$ cat src/rtl/reg_bank_write_arbiter_pkg.sv
// Shared types, constants and helpers for the register-bank write arbiter.
// The optional write-lock feature is enabled with REG_ARB_WR_LOCK_EN.
package reg_arb_pkg;

    localparam int DEF_N_REQ     = 4;
    localparam int DEF_N_REGS    = 8;
    localparam int DEF_REG_WIDTH = 8;

    typedef enum logic {
        IDLE  = 1'b0,
        WRITE = 1'b1
    } state_t;

    // Index width for n items; never narrower than one bit.
    function automatic int addr_width(input int n);
        return (n <= 2) ? 1 : $clog2(n);
    endfunction

endpackage

$ cat src/rtl/reg_bank_write_arbiter_if.sv
// Requester/bank bus for the write arbiter. With REG_ARB_WR_LOCK_EN defined
// the bus also carries the per-register write-protect vector wr_lock.
interface reg_bank_write_arbiter_if
    import reg_arb_pkg::*;
#(
    parameter int N_REQ     = DEF_N_REQ,
    parameter int N_REGS    = DEF_N_REGS,
    parameter int REG_WIDTH = DEF_REG_WIDTH
);
    localparam int ADDR_W = addr_width(N_REGS);

    logic [N_REQ-1:0]           req;
    logic [N_REQ*ADDR_W-1:0]    req_addr;
    logic [N_REQ*REG_WIDTH-1:0] req_data;
    logic [N_REQ-1:0]           gnt;
    logic [N_REGS-1:0]          reg_enable;
    logic [REG_WIDTH-1:0]       reg_data;
    logic                       busy;
    logic                       err;
`ifdef REG_ARB_WR_LOCK_EN
    logic [N_REGS-1:0]          wr_lock;

    modport master (output req, req_addr, req_data, wr_lock,
                    input  gnt, reg_enable, reg_data, busy, err);
    modport slave  (input  req, req_addr, req_data, wr_lock,
                    output gnt, reg_enable, reg_data, busy, err);
`else
    modport master (output req, req_addr, req_data,
                    input  gnt, reg_enable, reg_data, busy, err);
    modport slave  (input  req, req_addr, req_data,
                    output gnt, reg_enable, reg_data, busy, err);
`endif

endinterface

$ cat src/rtl/reg_bank_write_arbiter_rr_arbiter.sv
// Combinational round-robin picker: rotate the request vector so rr_ptr sits
// at bit 0, take the lowest set bit, then rotate the index back.
module rr_arbiter
    import reg_arb_pkg::*;
#(
    parameter  int N     = DEF_N_REQ,
    localparam int IDX_W = addr_width(N)
) (
    input  logic [N-1:0]     req,
    input  logic [IDX_W-1:0] rr_ptr,
    output logic             any_req,
    output logic [IDX_W-1:0] winner
);

    logic [2*N-1:0]   doubled;
    logic [N-1:0]     rotated;
    logic [IDX_W-1:0] offset;
    logic [IDX_W:0]   sum;

    assign doubled = {req, req};
    assign rotated = doubled[rr_ptr +: N];
    assign any_req = |req;

    // NOTE: every output of a combinational block gets a default first so no latch is inferred.
    always_comb begin
        offset = '0;
        for (int i = N - 1; i >= 0; i--) begin
            if (rotated[i]) offset = IDX_W'(i);
        end
    end

    // N need not be a power of two, so wrap explicitly instead of truncating.
    assign sum    = {1'b0, offset} + {1'b0, rr_ptr};
    assign winner = (sum >= (IDX_W + 1)'(N)) ? IDX_W'(sum - (IDX_W + 1)'(N))
                                             : sum[IDX_W-1:0];

endmodule

$ cat src/rtl/reg_bank_write_arbiter.sv
// Round-robin write arbiter: the single writer of a shared register bank.
// Define REG_ARB_WR_LOCK_EN to honour the per-register wr_lock protection.
module reg_bank_write_arbiter
    import reg_arb_pkg::*;
#(
    parameter int N_REQ     = DEF_N_REQ,
    parameter int N_REGS    = DEF_N_REGS,
    parameter int REG_WIDTH = DEF_REG_WIDTH
) (
    input logic                     clk,
    input logic                     s_reset,
    reg_bank_write_arbiter_if.slave bus
);

    localparam int ADDR_W = addr_width(N_REGS);
    localparam int IDX_W  = addr_width(N_REQ);

    state_t               state_q, state_d;
    logic [IDX_W-1:0]     rr_ptr_q, winner_q, winner, next_ptr;
    logic [ADDR_W-1:0]    addr_q, sel_addr;
    logic [REG_WIDTH-1:0] data_q, sel_data;
    logic                 any_req, addr_ok, locked, busy, err;
    logic [N_REQ-1:0]     gnt;
    logic [N_REGS-1:0]    reg_en;

    rr_arbiter #(.N(N_REQ)) u_rr_arbiter (
        .req     (bus.req),
        .rr_ptr  (rr_ptr_q),
        .any_req (any_req),
        .winner  (winner)
    );

    always_comb begin
        sel_addr = '0;
        sel_data = '0;
        for (int i = 0; i < N_REQ; i++) begin
            if (winner == IDX_W'(i)) begin
                sel_addr = bus.req_addr[i*ADDR_W +: ADDR_W];
                sel_data = bus.req_data[i*REG_WIDTH +: REG_WIDTH];
            end
        end
    end

    assign next_ptr = (winner_q == IDX_W'(N_REQ - 1)) ? '0 : winner_q + IDX_W'(1);

    // NOTE: sequential state uses non-blocking assignments so every flop samples pre-edge values.
    always_ff @(posedge clk) begin
        if (s_reset) begin
            state_q  <= IDLE;
            rr_ptr_q <= '0;
            winner_q <= '0;
            addr_q   <= '0;
            data_q   <= '0;
        end else begin
            state_q <= state_d;
            if (state_q == IDLE && any_req) begin
                winner_q <= winner;
                addr_q   <= sel_addr;
                data_q   <= sel_data;
            end
            if (state_q == WRITE) rr_ptr_q <= next_ptr;
        end
    end

    assign addr_ok = int'(addr_q) < N_REGS;

`ifdef REG_ARB_WR_LOCK_EN
    always_comb begin
        locked = 1'b0;
        for (int j = 0; j < N_REGS; j++) begin
            if (addr_q == ADDR_W'(j)) locked = bus.wr_lock[j];
        end
    end
`else
    assign locked = 1'b0;
`endif

    always_comb begin
        state_d = state_q;
        gnt     = '0;
        reg_en  = '0;
        busy    = 1'b0;
        err     = 1'b0;
        unique case (state_q)
            IDLE: begin
                if (any_req) state_d = WRITE;
            end
            WRITE: begin
                state_d = IDLE;
                busy    = 1'b1;
                for (int i = 0; i < N_REQ; i++) gnt[i] = (winner_q == IDX_W'(i));
                if (addr_ok && !locked) begin
                    for (int j = 0; j < N_REGS; j++) reg_en[j] = (addr_q == ADDR_W'(j));
                end else begin
                    err = 1'b1;
                end
            end
        endcase
    end

    // A write must never reach the bank while reset is asserted, even mid-WRITE.
    assign bus.reg_enable = s_reset ? '0 : reg_en;
    assign bus.gnt        = gnt;
    assign bus.reg_data   = data_q;
    assign bus.busy       = busy;
    assign bus.err        = err;

endmodule

$ cat src/flat_wrapper.sv
// flat-port wrapper written by rule: the top's interface ports become plain ports
module reg_bank_write_arbiter_flat import reg_arb_pkg::*;
#(
    parameter int N_REQ     = DEF_N_REQ,
    parameter int N_REGS    = DEF_N_REGS,
    parameter int REG_WIDTH = DEF_REG_WIDTH
)
  (clk, s_reset, bus_req, bus_req_addr, bus_req_data, bus_gnt, bus_reg_enable, bus_reg_data, bus_busy, bus_err);
  reg_bank_write_arbiter_if #(.N_REQ(N_REQ), .N_REGS(N_REGS), .REG_WIDTH(REG_WIDTH)) bus_i ();
  input logic clk;
  input logic s_reset;
  input wire logic [$bits(bus_i.req)-1:0] bus_req;
  input wire logic [$bits(bus_i.req_addr)-1:0] bus_req_addr;
  input wire logic [$bits(bus_i.req_data)-1:0] bus_req_data;
  output wire logic [$bits(bus_i.gnt)-1:0] bus_gnt;
  output wire logic [$bits(bus_i.reg_enable)-1:0] bus_reg_enable;
  output wire logic [$bits(bus_i.reg_data)-1:0] bus_reg_data;
  output wire logic [$bits(bus_i.busy)-1:0] bus_busy;
  output wire logic [$bits(bus_i.err)-1:0] bus_err;
  assign bus_i.req = bus_req;
  assign bus_i.req_addr = bus_req_addr;
  assign bus_i.req_data = bus_req_data;
  assign bus_gnt = bus_i.gnt;
  assign bus_reg_enable = bus_i.reg_enable;
  assign bus_reg_data = bus_i.reg_data;
  assign bus_busy = bus_i.busy;
  assign bus_err = bus_i.err;
  reg_bank_write_arbiter #(.N_REQ(N_REQ), .N_REGS(N_REGS), .REG_WIDTH(REG_WIDTH)) u_core (.clk(clk), .s_reset(s_reset), .bus(bus_i));
endmodule
$ cat config.mk
export PLATFORM = sky130hd
export DESIGN_NAME = reg_bank_write_arbiter_flat
export DESIGN_NICKNAME = d
export VERILOG_FILES = /design/src/rtl/reg_bank_write_arbiter_pkg.sv /design/src/rtl/reg_bank_write_arbiter_if.sv /design/src/rtl/reg_bank_write_arbiter_rr_arbiter.sv /design/src/rtl/reg_bank_write_arbiter.sv /design/src/flat_wrapper.sv
export SDC_FILE = /design/constraint.sdc
export NUM_CORES = 1
export LEC_CHECK = 0
export BUFFER_PORTS_ARGS = -buffer_cell sky130_fd_sc_hd__buf_2
export CAP_MARGIN = 20
export CELL_PAD_IN_SITES_DETAIL_PLACEMENT = 2
export CELL_PAD_IN_SITES_GLOBAL_PLACEMENT = 2
export CORE_ASPECT_RATIO = 2
export CORE_MARGIN = 2
export CORE_UTILIZATION = 21
export DETAILED_ROUTE_END_ITERATION = 8
export PLACE_DENSITY = 0.87
export SETUP_SLACK_MARGIN = 0.4
export SLEW_MARGIN = 0
export SYNTH_ARGS = -nofsm -noshare
export SYNTH_HDL_FRONTEND = slang
export SYNTH_HIERARCHICAL = 1
export SYNTH_SLANG_ARGS = --single-unit
$ cat constraint.sdc
create_clock -name clk -period 2.18 [get_ports clk]
set_input_delay 0.109 -clock clk [delete_from_list [all_inputs] [get_ports clk]]
set_output_delay 0.109 -clock clk [all_outputs]
set_load 0.05 [all_outputs]
==> summary.txt <==
Outcome
  • Status: finished, violations left
  • Failing checks: setup timing

Worst setup path
  • Worst setup SP type: flip-flop
  • Slowest-stage cell, CP: dfxtp_4
  • Worst path cell trace: nor4_4, a21oi_1, o211ai_1, ha_2, xor2_2, xnor2_2, clkbuf_16, mux4_2, mux2i_1, nor2_1
  • Critical Path AT: 2.45 ns
  • CP Max Fanout: 9
  • Top delay family on crit path: multiplexers
  • WP buf/inv: 1
  • WP data required: around 2.3 ns
  • WS Path Type: flip-flop to flip-flop
  • CP max stage delay: around 0.39 ns
  • Crit end category: flip-flop

Power
  • Leakage Power: roughly 0.85 nW
  • PwrDens: 771 nW/um^2
  • Max rail drop VDD: about 450 uV

Routing
  • Post-Route M1 WL: approximately 1400 microns
  • DRT iter0 DRCs: 31
  • TritonRoute pass-1 iters: 3
  • Routed wl met2: 2720 microns
  • DRC Markers: 0
  • Metal3 WL: approximately 180 microns
  • Via density per instance: 4.80
  • Antenna Nets Post-Route: 0
  • Highest routed layer: met4
  • DRT Wirelength: 4370 microns
  • WL/cell: approximately 17 microns
  • Vias: 1224

Global route
  • Gr usage total: 0.136
  • Pin count of the biggest net entering global routing: 22
  • First-pass GRT wire length: between 6000 and 7000 microns
  • Initial antenna violation count: 0
  • Gr ovfl total: 0
  • Vias in the first global route: 1323

Final layout
  • Final Util: 0.334
  • Multi-input logic area: a little under 900 sq um
  • Inserted Diodes: 0
  • Layout cells sized above 1: 0.554
  • Filler Cells Inserted: around 650
  • Fin area: approximately 1800 sq um
  • Non-filler cells, final: 255
  • Fin nets: between 200 and 300
  • Register area: around 320 sq um
  • Area Growth Syn to Fin: 52.9%

Die
  • FP Rows: 38
  • Die X: ~57 microns
  • Die height: ~110 microns
  • Die Area: roughly 6300 sq um
  • Core area: 5420 sq um
  • Starting Density: 0.218
  • I/O pin count: 72

Hold path
  • Tightest Hold Check Type: input pin to flip-flop

Timing
  • Crit share post-route: 1.07
  • Crit path time final: ~2.3 ns
  • Fin Setup TNS: -0.980 ns
  • Final slew viol count: 0
  • Hold Fails Final Rpt: 0
  • Fmax: around 0.43 GHz
  • Unrepaired setup endpoints after global routing: yes
  • Slack of the critical path: -0.144 ns
  • Worst Skew: 0.00115 ns
  • Final Setup Violations: 11

Placement
  • Dpl cells: roughly 250
  • Placer Congestion: about 0.8
  • Pre-CTS setup slack: -0.120 ns
  • # port buffers: 70
  • Dpl hpwl: around 3300 microns
  • Placed Area: about 1700 sq um

Synth
  • Netlist cell types: 28
  • Syn avg cell area: ~10 sq um
  • Yosys warns: 6
  • Synthesized area: 1180 sq um
  • Sequential fraction of the synthesis area: 0.271
  • Predominant post-synthesis flop cell: dfxtp_1
  • EDFF count, synth: 0
  • Yosys reg bits: 16
  • Syn Nets: ~180
  • Synthesized instance count: 120
  • Asr flop ratio synth: 0

Flow run
  • Max Cap Viol: 0

Clock network
  • CTS tree: yes
  • Total CTS buffers: 3
  • Worst-path clk slew: 0.07 ns
  • Max H-tree Level: 1
  • Root buffer cell: clkbuf_8
  • Worst-Skew Late Latency: about 0.25 ns
  • Clock Path Buffers: 2
  • TritonCTS Sinks: 16
metal layers:
metal,vias to the layer above,track usage
met3,2,0.0187
met4,0,0.0548
met2,37,0.270
met5,-,0
li1,575,-
met1,610,0.137
power breakdown:
part           switching [mW]  internal (mW)  leakage [nW]
Sequential             0.0552          0.343         0.133
Combinational           0.378          0.351         0.687
Clock                   0.109          0.160        0.0288
Total                   0.542          0.854         0.849
cell usage after synthesis, drive strengths merged (2+ instances only):
cell type | number | area, sq um
mux2i | 16 | 160
inv | 3 | 11.3
nor4 | 3 | 18.8
nor3b | 2 | 15.0
nor3 | 4 | 20.0
dfxtp | 16 | 320
nor2 | 25 | 93.8
clkbuf | 2 | 7.51
and2 | 4 | 25.0
nand3b | 2 | 15.0
nand2 | 4 | 15.0
ha | 5 | 62.6
buf | 7 | 53.8
mux4 | 11 | 255
a21oi | 2 | 10.0
nand2b | 5 | 31.3
metrics by stage:
stage,hold slack [ns],power [mW]
after global routing,0.296,1.48
after CTS,0.269,1.38
after detailed placement,0.494,1.05
final,0.276,1.40
after global placement,0.470,1.03
after floorplan,0.419,0.862
timing repair:
action,in CTS,in global routing
pin swaps,1,1
cloned,1,1
hold buffers,0,0
setup endpoints to repair,12,13
gates resized for setup,5,7
buffers inserted,1,1
cells in the final DEF, fill, tap and decap left out, types with 2 or more instances in the layout:
cell type / synthesis / final
a21oi_1: 2 / 2
and2_1: 4 / 4
buf_2: 1 / 70
buf_4: 5 / 6
clkbuf_8: 0 / 4
dfxtp_1: 16 / 15
ha_1: 5 / 4
inv_1: 3 / 3
mux2i_1: 16 / 15
mux4_1: 2 / 2
mux4_2: 9 / 9
nand2_1: 4 / 3
nand2b_1: 5 / 5
nand3b_1: 2 / 2
nor2_1: 25 / 24
nor3_2: 0 / 3
nor4_2: 0 / 2
cells by family after synthesis:
family,synth area share
AO/OA/AOI/OAI,0.0433
flip-flops,0.271
buffers and inverters,0.0613
adder cells (fa/ha/maj),0.0529
multiplexers,0.351
AND/OR/NAND/NOR,0.203
XOR/XNOR,0.0148
other,0.00317
sequential cells by signal, indices dropped and copies added (netlist names):
name                 cells
u_core/winner_q          2
u_core/rr_ptr_q          2
u_core/addr_q            3
u_core/bus.reg_data      8
u_core/state_q           1
worst paths after layout:
check	slack, ns	cells after the start	endpoint	from
hold / removal	0.28	2	u_core/bus.reg_data[3]	s_reset
setup reg to reg	-0.14	10	u_core/addr_q[1]	u_core/rr_ptr_q[0]
hold reg to reg	0.51	2	u_core/bus.reg_data[2]	u_core/bus.reg_data[2]
setup / recovery	-0.14	10	u_core/addr_q[1]	u_core/rr_ptr_q[0]
worst register-to-register path, cell delays in order, from the launching register on:
cell and delay [ns]:
dfxtp_4 0.39, nor4_4 0.26, a21oi_1 0.08, o211ai_1 0.10
ha_2 0.22, xor2_2 0.20, xnor2_2 0.17, clkbuf_16 0.20
mux4_2 0.31, mux2i_1 0.19, nor2_1 0.08
area by class of cell:
class	count	area share
sequential	16	0.179
inverter	3	0.00622
timing repair buffer	80	0.265
clock buffer	4	0.0304
multi-input combinational	92	0.478
tap	60	0.0415
Note: power is estimated with default switching activity, not from simulation.
